[config.mk]
export PLATFORM = sky130hd
export DESIGN_NAME = conv_out_stream_flat
export DESIGN_NICKNAME = d
export VERILOG_FILES = /design/src/rtl/conv_pkg.sv /design/src/rtl/conv_out_stream_if.sv /design/src/rtl/conv_out_buf.sv /design/src/rtl/conv_out_stream.sv /design/src/flat_wrapper.sv
export SDC_FILE = /design/constraint.sdc
export NUM_CORES = 1
export LEC_CHECK = 0
export CORE_ASPECT_RATIO = 1.1
export CORE_MARGIN = 2
export CORE_UTILIZATION = 60
export DETAILED_ROUTE_END_ITERATION = 10
export PLACE_DENSITY_LB_ADDON = 0.12
export SYNTH_ARGS = -nofsm -noshare
export SYNTH_HDL_FRONTEND = slang
export SYNTH_SLANG_ARGS = --single-unit
[constraint.sdc]
create_clock -name clk -period 5.13 [get_ports clk]
set_clock_uncertainty 0.1 [all_clocks]
set_input_delay 0.513 -clock clk [delete_from_list [all_inputs] [get_ports clk]]
set_output_delay 0.513 -clock clk [all_outputs]
set_load 0.02 [all_outputs]
[src/rtl/conv_pkg.sv]
// rtl/conv_pkg.sv - shared widths and FSM encoding for the conv_out_stream slice
package conv_pkg;

    localparam int DATA_WIDTH_OUT    = 16;
    localparam int ADDRESS_WIDTH_OUT = 6;
    localparam int COUNT_WIDTH       = ADDRESS_WIDTH_OUT + 1;
    localparam int BUF_DEPTH         = 2 ** ADDRESS_WIDTH_OUT;

    typedef enum logic [1:0] {
        IDLE    = 2'd0,
        COLLECT = 2'd1,
        DRAIN   = 2'd2,
        FIN     = 2'd3
    } state_t;

endpackage

[src/rtl/conv_out_stream_if.sv]
// rtl/conv_out_stream_if.sv - valid/ready result stream between conv_out_stream and the host bridge
interface conv_out_stream_if;
    import conv_pkg::*;

    logic [DATA_WIDTH_OUT-1:0] m_data_o;
    logic                      m_valid_o;
    logic                      m_ready_i;
    logic                      m_last_o;

    modport master (
        output m_data_o,
        output m_valid_o,
        output m_last_o,
        input  m_ready_i
    );

    modport slave (
        input  m_data_o,
        input  m_valid_o,
        input  m_last_o,
        output m_ready_i
    );

endinterface

[src/rtl/conv_out_buf.sv]
// rtl/conv_out_buf.sv - result buffer: synchronous write port, asynchronous read port
module conv_out_buf #(
    parameter int DATA_WIDTH = 16,
    parameter int ADDR_WIDTH = 6
) (
    input  logic                  clk,
    input  logic                  we,
    input  logic [ADDR_WIDTH-1:0] wa,
    input  logic [DATA_WIDTH-1:0] wd,
    input  logic [ADDR_WIDTH-1:0] ra,
    output logic [DATA_WIDTH-1:0] rd
);

    // Contents survive reset; only frames written since start are ever streamed meaningfully.
    logic [DATA_WIDTH-1:0] mem [2**ADDR_WIDTH];

    // Capture a core result on the write edge.
    always_ff @(posedge clk) begin
        if (we) begin
            mem[wa] <= wd;
        end
    end

    assign rd = mem[ra];

endmodule

[src/rtl/conv_out_stream.sv]
// rtl/conv_out_stream.sv - collects conv core results and streams a frame out; CONV_OUT_PEAK_EN adds peak_o
module conv_out_stream
    import conv_pkg::*;
(
    input  logic                         clk,
    input  logic                         rst_a,
    input  logic                         start_i,
    input  logic                         wr_i,
    input  logic [ADDRESS_WIDTH_OUT-1:0] addr_i,
    input  logic [DATA_WIDTH_OUT-1:0]    data_i,
    input  logic                         done_i,
    conv_out_stream_if.master            m,
    output logic [COUNT_WIDTH-1:0]       len_o,
    output logic                         busy_o,
    output logic                         done_o,
    output logic                         err_o
`ifdef CONV_OUT_PEAK_EN
    ,
    output logic [DATA_WIDTH_OUT-1:0]    peak_o
`endif
);

    state_t                       state;
    state_t                       state_next;
    logic [COUNT_WIDTH-1:0]       len_q;
    logic [COUNT_WIDTH-1:0]       rd_ptr;
    logic [DATA_WIDTH_OUT-1:0]    data_q;
    logic                         valid_q;
    logic                         last_q;
    logic                         err_q;

    logic                         collect_wr;
    logic                         handshake;
    logic [COUNT_WIDTH-1:0]       wr_len;
    logic [COUNT_WIDTH-1:0]       eff_len;
    logic [COUNT_WIDTH-1:0]       len_m1;
    logic [COUNT_WIDTH-1:0]       nxt_ptr;
    logic [ADDRESS_WIDTH_OUT-1:0] rd_addr;
    logic [DATA_WIDTH_OUT-1:0]    rd_data;

    // A write only lands while collecting, and a start in the same cycle discards it.
    assign collect_wr = (state == COLLECT) && wr_i && !start_i;
    assign handshake  = valid_q && m.m_ready_i;
    assign wr_len     = {1'b0, addr_i} + COUNT_WIDTH'(1);
    // Length including a write in this cycle, so wr_i with done_i counts before the transition.
    assign eff_len    = (collect_wr && (wr_len > len_q)) ? wr_len : len_q;
    assign len_m1     = len_q - COUNT_WIDTH'(1);
    assign nxt_ptr    = rd_ptr + COUNT_WIDTH'(1);
    // Before the first beat the output register is primed from rd_ptr; afterwards it prefetches rd_ptr+1.
    assign rd_addr    = valid_q ? nxt_ptr[ADDRESS_WIDTH_OUT-1:0] : rd_ptr[ADDRESS_WIDTH_OUT-1:0];

    conv_out_buf #(
        .DATA_WIDTH (DATA_WIDTH_OUT),
        .ADDR_WIDTH (ADDRESS_WIDTH_OUT)
    ) u_buf (
        .clk (clk),
        .we  (collect_wr),
        .wa  (addr_i),
        .wd  (data_i),
        .ra  (rd_addr),
        .rd  (rd_data)
    );

    // State register.
    always_ff @(posedge clk or negedge rst_a) begin
        if (!rst_a) begin
            state <= IDLE;
        end else begin
            state <= state_next;
        end
    end

    // Next-state: start always wins and (re)opens a frame.
    always_comb begin
        state_next = state;
        case (state)
            IDLE: begin
                if (start_i) state_next = COLLECT;
            end
            COLLECT: begin
                if (start_i)     state_next = COLLECT;
                else if (done_i) state_next = (eff_len != '0) ? DRAIN : FIN;
            end
            DRAIN: begin
                if (start_i)                  state_next = COLLECT;
                else if (handshake && last_q) state_next = FIN;
            end
            FIN: begin
                state_next = start_i ? COLLECT : IDLE;
            end
            default: state_next = IDLE;
        endcase
    end

    // State-decoded outputs.
    always_comb begin
        busy_o = (state == COLLECT) || (state == DRAIN);
        done_o = (state == FIN);
    end

    // Frame length, read pointer, stream output register and sticky error.
    always_ff @(posedge clk or negedge rst_a) begin
        if (!rst_a) begin
            len_q   <= '0;
            rd_ptr  <= '0;
            data_q  <= '0;
            valid_q <= 1'b0;
            last_q  <= 1'b0;
            err_q   <= 1'b0;
        end else if (start_i) begin
            len_q   <= '0;
            rd_ptr  <= '0;
            valid_q <= 1'b0;
            last_q  <= 1'b0;
            if (state == IDLE) begin
                err_q <= 1'b0;
            end
        end else begin
            case (state)
                IDLE: begin
                    if (wr_i || done_i) err_q <= 1'b1;
                end
                COLLECT: begin
                    len_q <= eff_len;
                end
                DRAIN: begin
                    if (wr_i || done_i) err_q <= 1'b1;
                    if (!valid_q) begin
                        data_q  <= rd_data;
                        valid_q <= 1'b1;
                        last_q  <= (rd_ptr == len_m1);
                    end else if (handshake) begin
                        if (last_q) begin
                            valid_q <= 1'b0;
                            last_q  <= 1'b0;
                        end else begin
                            rd_ptr <= nxt_ptr;
                            data_q <= rd_data;
                            last_q <= (nxt_ptr == len_m1);
                        end
                    end
                end
                default: begin
                end
            endcase
        end
    end

    assign m.m_data_o  = data_q;
    assign m.m_valid_o = valid_q;
    assign m.m_last_o  = last_q;
    assign len_o       = len_q;
    assign err_o       = err_q;

`ifdef CONV_OUT_PEAK_EN
    logic [DATA_WIDTH_OUT-1:0] peak_q;

    // Running unsigned maximum of samples accepted in the current frame.
    always_ff @(posedge clk or negedge rst_a) begin
        if (!rst_a) begin
            peak_q <= '0;
        end else if (start_i) begin
            peak_q <= '0;
        end else if (collect_wr && (data_i > peak_q)) begin
            peak_q <= data_i;
        end
    end

    assign peak_o = peak_q;
`endif

endmodule
[src/flat_wrapper.sv]
// flat-port wrapper written by rule: the top's interface ports become plain ports
module conv_out_stream_flat import conv_pkg::*;
  (clk, rst_a, start_i, wr_i, addr_i, data_i, done_i, len_o, busy_o, done_o, err_o, m_m_data_o, m_m_valid_o, m_m_last_o, m_m_ready_i);
  conv_out_stream_if m_i ();
  input  logic clk;
  input  logic rst_a;
  input  logic start_i;
  input  logic wr_i;
  input  logic [ADDRESS_WIDTH_OUT-1:0] addr_i;
  input  logic [DATA_WIDTH_OUT-1:0] data_i;
  input  logic done_i;
  output logic [COUNT_WIDTH-1:0] len_o;
  output logic busy_o;
  output logic done_o;
  output logic err_o;
  output wire logic [$bits(m_i.m_data_o)-1:0] m_m_data_o;
  output wire logic [$bits(m_i.m_valid_o)-1:0] m_m_valid_o;
  output wire logic [$bits(m_i.m_last_o)-1:0] m_m_last_o;
  input wire logic [$bits(m_i.m_ready_i)-1:0] m_m_ready_i;
  assign m_m_data_o = m_i.m_data_o;
  assign m_m_valid_o = m_i.m_valid_o;
  assign m_m_last_o = m_i.m_last_o;
  assign m_i.m_ready_i = m_m_ready_i;
  conv_out_stream u_core (.clk(clk), .rst_a(rst_a), .start_i(start_i), .wr_i(wr_i), .addr_i(addr_i), .data_i(data_i), .done_i(done_i), .m(m_i), .len_o(len_o), .busy_o(busy_o), .done_o(done_o), .err_o(err_o));
endmodule
## Word-level counts from Yosys, hierarchy flattened

Memories as Yosys holds them, arrays and structs flattened.
Index checks and enable logic that the tools add are counted.

- Register bits: 35
- Bits in writable memories: 1024
- Input bits: 28
- Output and inout port bits: 28
- Logic and storage cells: 84
- Memories: 1

- Add/subtract/negate cells: 3
- $lt $le $gt $ge: 1
- Equality and inequality tests: 13
- Multiplexer cells: 36
- Bitwise logic cells: 1
- Reduce and logical (&&, ||, !) cells: 22

Memories:

| memory | depth | width | read ports | clocked after Yosys merged registers in | write ports | line | RTL |
|---|---|---|---|---|---|---|---|
| u_core.u_buf.mem | 64 | 16 | 1 | 0 | 1 | conv_out_buf.sv:15 | `logic [DATA_WIDTH-1:0] mem [2**ADDR_WIDTH];` |

Operators by type and width:

| kind | count |
|---|---|
| two-way mux 7 bit | 8 |
| two-way mux 16 bit | 3 |
| two-way mux 1 bit | 18 |
| == test 7 bit | 2 |
| nonzero test 2 bit | 6 |
| two-way mux 2 bit | 5 |
| != test 2 bit, second input constant | 4 |
| case mux 2 bit (4 select lines) | 1 |
| AND reduction 4 bit | 2 |
| adder 6 x 1 -> 7 bit, second input constant | 1 |
| adder 7 x 1 -> 7 bit, second input constant | 1 |
| > comparator 7 bit | 1 |
| nonzero test 7 bit | 1 |
| subtractor 7 x 1 -> 7 bit, second input constant | 1 |
| two-way mux 6 bit | 1 |
| != test 3 bit, second input constant | 2 |
| AND reduction 3 bit | 2 |
| logical AND 1 bit | 5 |
| == test 2 bit, second input constant | 2 |
| != test 3 x 2 -> 1 bit, second input constant | 1 |
| == test 2 x 1 -> 1 bit, second input constant | 1 |
| logical NOT 2 bit | 1 |
| logical OR 1 bit | 2 |
| != test 2 x 1 -> 1 bit, second input constant | 1 |
| other kinds (4) | 4 |

## Longest topological paths before layout

- Depth in word-level cells: 10
- Depth in mapped cells: 13
- Depth with buffers taken out: 11

## Hierarchy

Synthesis repeated with hierarchy kept, for this count alone.

- Cell total of the unflattened synthesis: 2031
- Area, all modules: 41912.7 um^2

Modules (own cells, without submodules):

| module | times used | cells each | area an instance (um^2) | seq. area each (um^2) |
|---|---|---|---|---|
| conv_out_buf | 1 | 1813 | 39721.8 | 30749.5 |
| conv_out_stream | 1 | 218 | 2190.9 | 875.8 |

## Worst setup path after synthesis

OpenSTA, ideal clock, no wires.

- Path type: in2reg
- Start point: input addr_i[3]
- End point: register u_core.len_q[3] (netlist: u_core.len_o[3])
- Library setup time: 0.094 ns
- Arrival: 2.842 ns
- Data required time: 4.936 ns
- Setup slack: 2.094 ns
- Cell stages on the path: 11
- Path buffers: 2
- Path through: clkbuf_1 -> nand3_1 -> xnor2_1 -> ha_1 -> a21o_1 -> a21oi_1 -> nor2b_1 -> o311ai_1 -> clkbuf_1 -> nor2_1 -> a211oi_1

- Word-level cells in the longest chain between the ends: 6

RTL lines:

| what | line | RTL |
|---|---|---|
| from (decl) | flat_wrapper.sv:9 | `input logic [ADDRESS_WIDTH_OUT-1:0] addr_i;` |
| adder 6 x 1 -> 7 bit (*) | conv_out_stream.sv:44 | `assign wr_len = {1'b0, addr_i} + COUNT_WIDTH'(1);` |
| > comparator 7 bit | conv_out_stream.sv:46 | `assign eff_len = (collect_wr && (wr_len > len_q)) ? wr_len : len_q;` |
| logical AND 1 bit | conv_out_stream.sv:46 |  |
| two-way mux 7 bit (*) | conv_out_stream.sv:46 |  |
| two-way mux 7 bit (*) | conv_out_stream.sv:119 | `case (state)` |
| two-way mux 7 bit (*) | conv_out_stream.sv:110 | `end else if (start_i) begin` |
| to (signal assigned) | conv_out_stream.sv:124 | `len_q <= eff_len;` |
| to (decl) | conv_out_stream.sv:25 | `logic [COUNT_WIDTH-1:0] len_q;` |

Every way passes the cells marked *; elsewhere a longest branch is shown, timed or not. The select of a mux whose other input is x is not followed.
A chain may end at the register's enable or synchronous reset.

## Worst setup path in the final report

- Start point: register u_core.rd_ptr[2]
- End point: register u_core.data_q[2] (netlist: u_core.m.m_data_o[2])

- Word-level cells in the longest chain between the ends: 6

RTL lines:

| what | line | RTL |
|---|---|---|
| from (decl) | conv_out_stream.sv:26 | `logic [COUNT_WIDTH-1:0] rd_ptr;` |
| from (signal assigned) | conv_out_stream.sv:137 | `rd_ptr <= nxt_ptr;` |
| adder 7 x 1 -> 7 bit | conv_out_stream.sv:48 | `assign nxt_ptr = rd_ptr + COUNT_WIDTH'(1);` |
| two-way mux 6 bit (*) | conv_out_stream.sv:50 | `assign rd_addr = valid_q ? nxt_ptr[ADDRESS_WIDTH_OUT-1:0] : rd_ptr[ADDRESS_WIDTH_OUT-1:0];` |
| memory (64 x 16 bit) (*) | -- |  |
| two-way mux 16 bit | conv_out_stream.sv:133 | `if (last_q) begin` |
| two-way mux 16 bit | conv_out_stream.sv:132 | `end else if (handshake) begin` |
| two-way mux 16 bit (*) | conv_out_stream.sv:128 | `if (!valid_q) begin` |
| to (signal assigned) | conv_out_stream.sv:129 | `data_q <= rd_data;` |
| to (signal assigned) | conv_out_stream.sv:138 | `data_q <= rd_data;` |
| to (decl) | conv_out_stream.sv:27 | `logic [DATA_WIDTH_OUT-1:0] data_q;` |

Marked as above.

==> qor.csv <==
metric;value;unit
Internal Power;0.0144;W
clock sink count;1059;
number of remaining DRC errors;0;
Vias per Instance;6.75;
synth cell count leaders;edfxtp_1, nand2_1, mux2i_1, mux4_2, nor2_1;
register area;31600;sq um
htree depth;3;
routability congestion estimate;0.897;
EDFF count, synth;1024;
Final WS setup;0.914;ns
Max Cap Violations;0;
flop2flop setup slack;0.91;ns
Clock power frac;39.0;%
Least-Margin Pin Slew;1.21;ns
worst hold slack;0.439;ns
Worst Path Required;5.62;ns
worst slack, placed;0.957;ns
number of gates resized after CTS;0;
sw power;0.00430;W
Setup TNS Final;0;ns
global-route wire length before repair;162000;um
number of synthesized register bits;1059;
DR pass1 iterations;6;
CP endpoint kind;flop;
leading area contributor after synthesis;edfxtp_1;
Pwr Density;386;nW/um^2
Fill cells;4639;
Core Area;71400;sq um
Reg2Reg Launch Point;u_core.rd_ptr[2];
Die Y;285;um
mapped cell area;43100;sq um
layout cell share with drive strength beyond 1;20.4;%
Worst Hold Class;in2reg;
worst hold stages;2;
Non-Filler Instances;3530;
syn nets;2385;
multi-input logic area;10900;sq um
hold_sp;data_i[3];
CP Max Fanout;21;
combinational cell fraction of total power;9.0;%
Sw Ratio;23.0;%
GRT Total Usage;30.7;%
number of port buffers;55;
setup violators final;0;
sequential fraction of the synthesis area;73.4;%
RR Endpoint;u_core.m.m_data_o[2];
Synth Instances;2343;
Post-DRT Antenna Nets;0;
Syn-to-layout area delta;12.7;%
clock slew at reported path FFs;0.06;ns
Syn. warnings;0;
top cell type's share of synthesized area;71.4;%
number of global-route vias before repair;23300;
pin count of the biggest net entering global routing;78;
r2r worst-path depth;8;
status;finished, final reports clean;
Row Count;103;
Die W;259;um
RSZ-0062 raised after global routing;false;
ys async rst share;3.31;%
# diodes;0;
initial antenna violation count;1;
gr ovfl total;0;
post-layout util;68.0;%
kind of critical path;reg2reg;
# nets final;2540;
worst skew pair latency;0.66;ns
# IOs;56;
peak supply drop;267;uV
LEAKAGE;15.2;nW
DP Wirelength;68500;um
FMAX;0.237;GHz
final hold violation count;0;
DRT iter0 DRCs;3442;
Most used DFF post-synth;edfxtp_1;
crit start category;flop;
dpl cells;3339;
post-CTS setup buffer count;0;
cell with the most instances after synthesis;edfxtp_1;
top post-synthesis cells by area;edfxtp_1, mux4_2, mux2i_1;
Max Root-Sink Buffers;3;
WL/cell;31.6;um
Synth cell types;63;
Hold Path Sink;u_core.u_buf.mem[19][3];
Avg Inst Size Synth;18.4;sq um
via count;23800;
Root Buffer;clkbuf_16;
die area;73900;sq um
CTS tree;done;
max-slew violations;0;
Tmin final;4.22;ns
Worst EP arrival;4.71;ns
Rel. slew slack;19.2;%
initial core utilization;60.3;%
Routed Wire Length;112000;um
CTS buffer count;101;
period utilization;82.2;%
Flop pwr share;52.1;%
cell type report:
type,instances,share of cell area [%]
Multi-Input combinational cell,1137,22.4
Clock inverter,57,0.959
Inverter,15,0.116
Sequential cell,1059,65.2
Tap cell,945,2.44
Timing Repair Buffer,184,3.12
Clock buffer,133,5.77
metrics by stage:
stage	power, W	area (sq um)
CTS	0.0188	48500
floorplan	0.0108	43100
finish	0.0187	48500
detailed placement	0.0116	45200
global placement	0.0115	45200
global route	0.0192	48500
cells by family (layout without fill, tap and decap cells):
family,count (synthesis),count (layout),synth area share (%)
DFF,1059,1059,73.4
and+or+nand+nor,459,459,4.80
muxes,399,399,15.0
AOI/OAI and AO/OA,231,231,3.94
buffers and inverters,147,389,1.64
xor gates and xnor gates,34,34,0.744
adders and majority gates,14,14,0.407
cell usage in the layout (no fill, tap or decap), types with 6 or more instances in the layout:
master and instances:
clkdlybuf4s50_1 38, o21a_1 6, buf_12 6, nor2b_1 6
mux4_2 197, o22a_1 7, nor3_2 7, clkinv_2 28
nand2_1 205, nor4_1 6, a21oi_1 40, clkbuf_8 11
buf_4 122, nand2b_1 9, mux2i_1 200, a32oi_1 35
inv_1 14, nor3_1 26, a32o_1 12, o22ai_1 20
clkinv_1 16, a311oi_1 8, clkbuf_16 103, o21ai_0 7
buf_2 17, xnor2_1 18, nand3_1 48, nor2_1 97
clkbuf_1 19, a22oi_1 44, a31oi_1 11, dfrtp_1 32
edfxtp_1 1024, bufinv_16 6, ha_1 13, nand4_1 27
xor2_1 10
per-layer routing:
layer / GRT usage (%) / part of all wire [%] / up-vias
met5: 0 / 0 / -
met3: 5.20 / 9.4 / 220
met4: 11.3 / 3.6 / 0
met1: 43.7 / 38 / 12400
met2: 48.5 / 49 / 1379
li1: - / - / 9821
power by group through the flow:
stage / registers (W) / logic, W / clock network, W
6_report: 0.00974 / 0.00168 / 0.00729
3_3_place_gp: 0.00991 / 0.00164 / 0
4_1_cts: 0.00973 / 0.00168 / 0.00736
5_1_grt: 0.00973 / 0.00179 / 0.00771
3_5_place_dp: 0.00991 / 0.00167 / 0
2_1_floorplan: 0.00989 / 0.000942 / 0
registers in the layout, indices dropped and copies added (netlist names):
| signal | cells |
|---|---|
| u_core.m.m_last_o | 1 |
| u_core.m.m_data_o | 16 |
| u_core.len_o | 7 |
| u_core.m.m_valid_o | 1 |
| u_core.err_o | 1 |
| u_core.rd_ptr | 7 |
| u_core.u_buf.mem | 1024 |
| u_core.state | 2 |
timing repair:
item | 4_1_cts | 5_1_grt
setup endpoints to repair | 0 | 0
endpoints found under the hold margin | 28 | 0
hold buffers | 1 | 0
how the worst max path moves through the flow:
stage | cells after the start | end | slack [ns] | start
2_1_floorplan | 11 | u_core.len_o[3] | 2.09 | addr_i[3]
3_3_place_gp | 8 | u_core.m.m_data_o[0] | 0.94 | u_core.rd_ptr[1]
3_5_place_dp | 8 | u_core.m.m_data_o[0] | 0.96 | u_core.rd_ptr[1]
4_1_cts | 8 | u_core.m.m_data_o[0] | 0.94 | u_core.rd_ptr[1]
5_1_grt | 8 | u_core.m.m_data_o[1] | 0.76 | u_core.rd_ptr[1]
6_report | 8 | u_core.m.m_data_o[2] | 0.91 | u_core.rd_ptr[2]
worst max-delay path, stage by stage, from the launching register on:
cell,delay [ns]
dfrtp_1,0.85
nand4_1,0.56
xnor2_4,0.90
buf_4,0.31
mux2i_1,0.10
o2111ai_1,0.23
nand4_1,0.17
nor3_1,0.71
or4_1,0.22
Note: power is estimated with default switching activity, not from simulation.
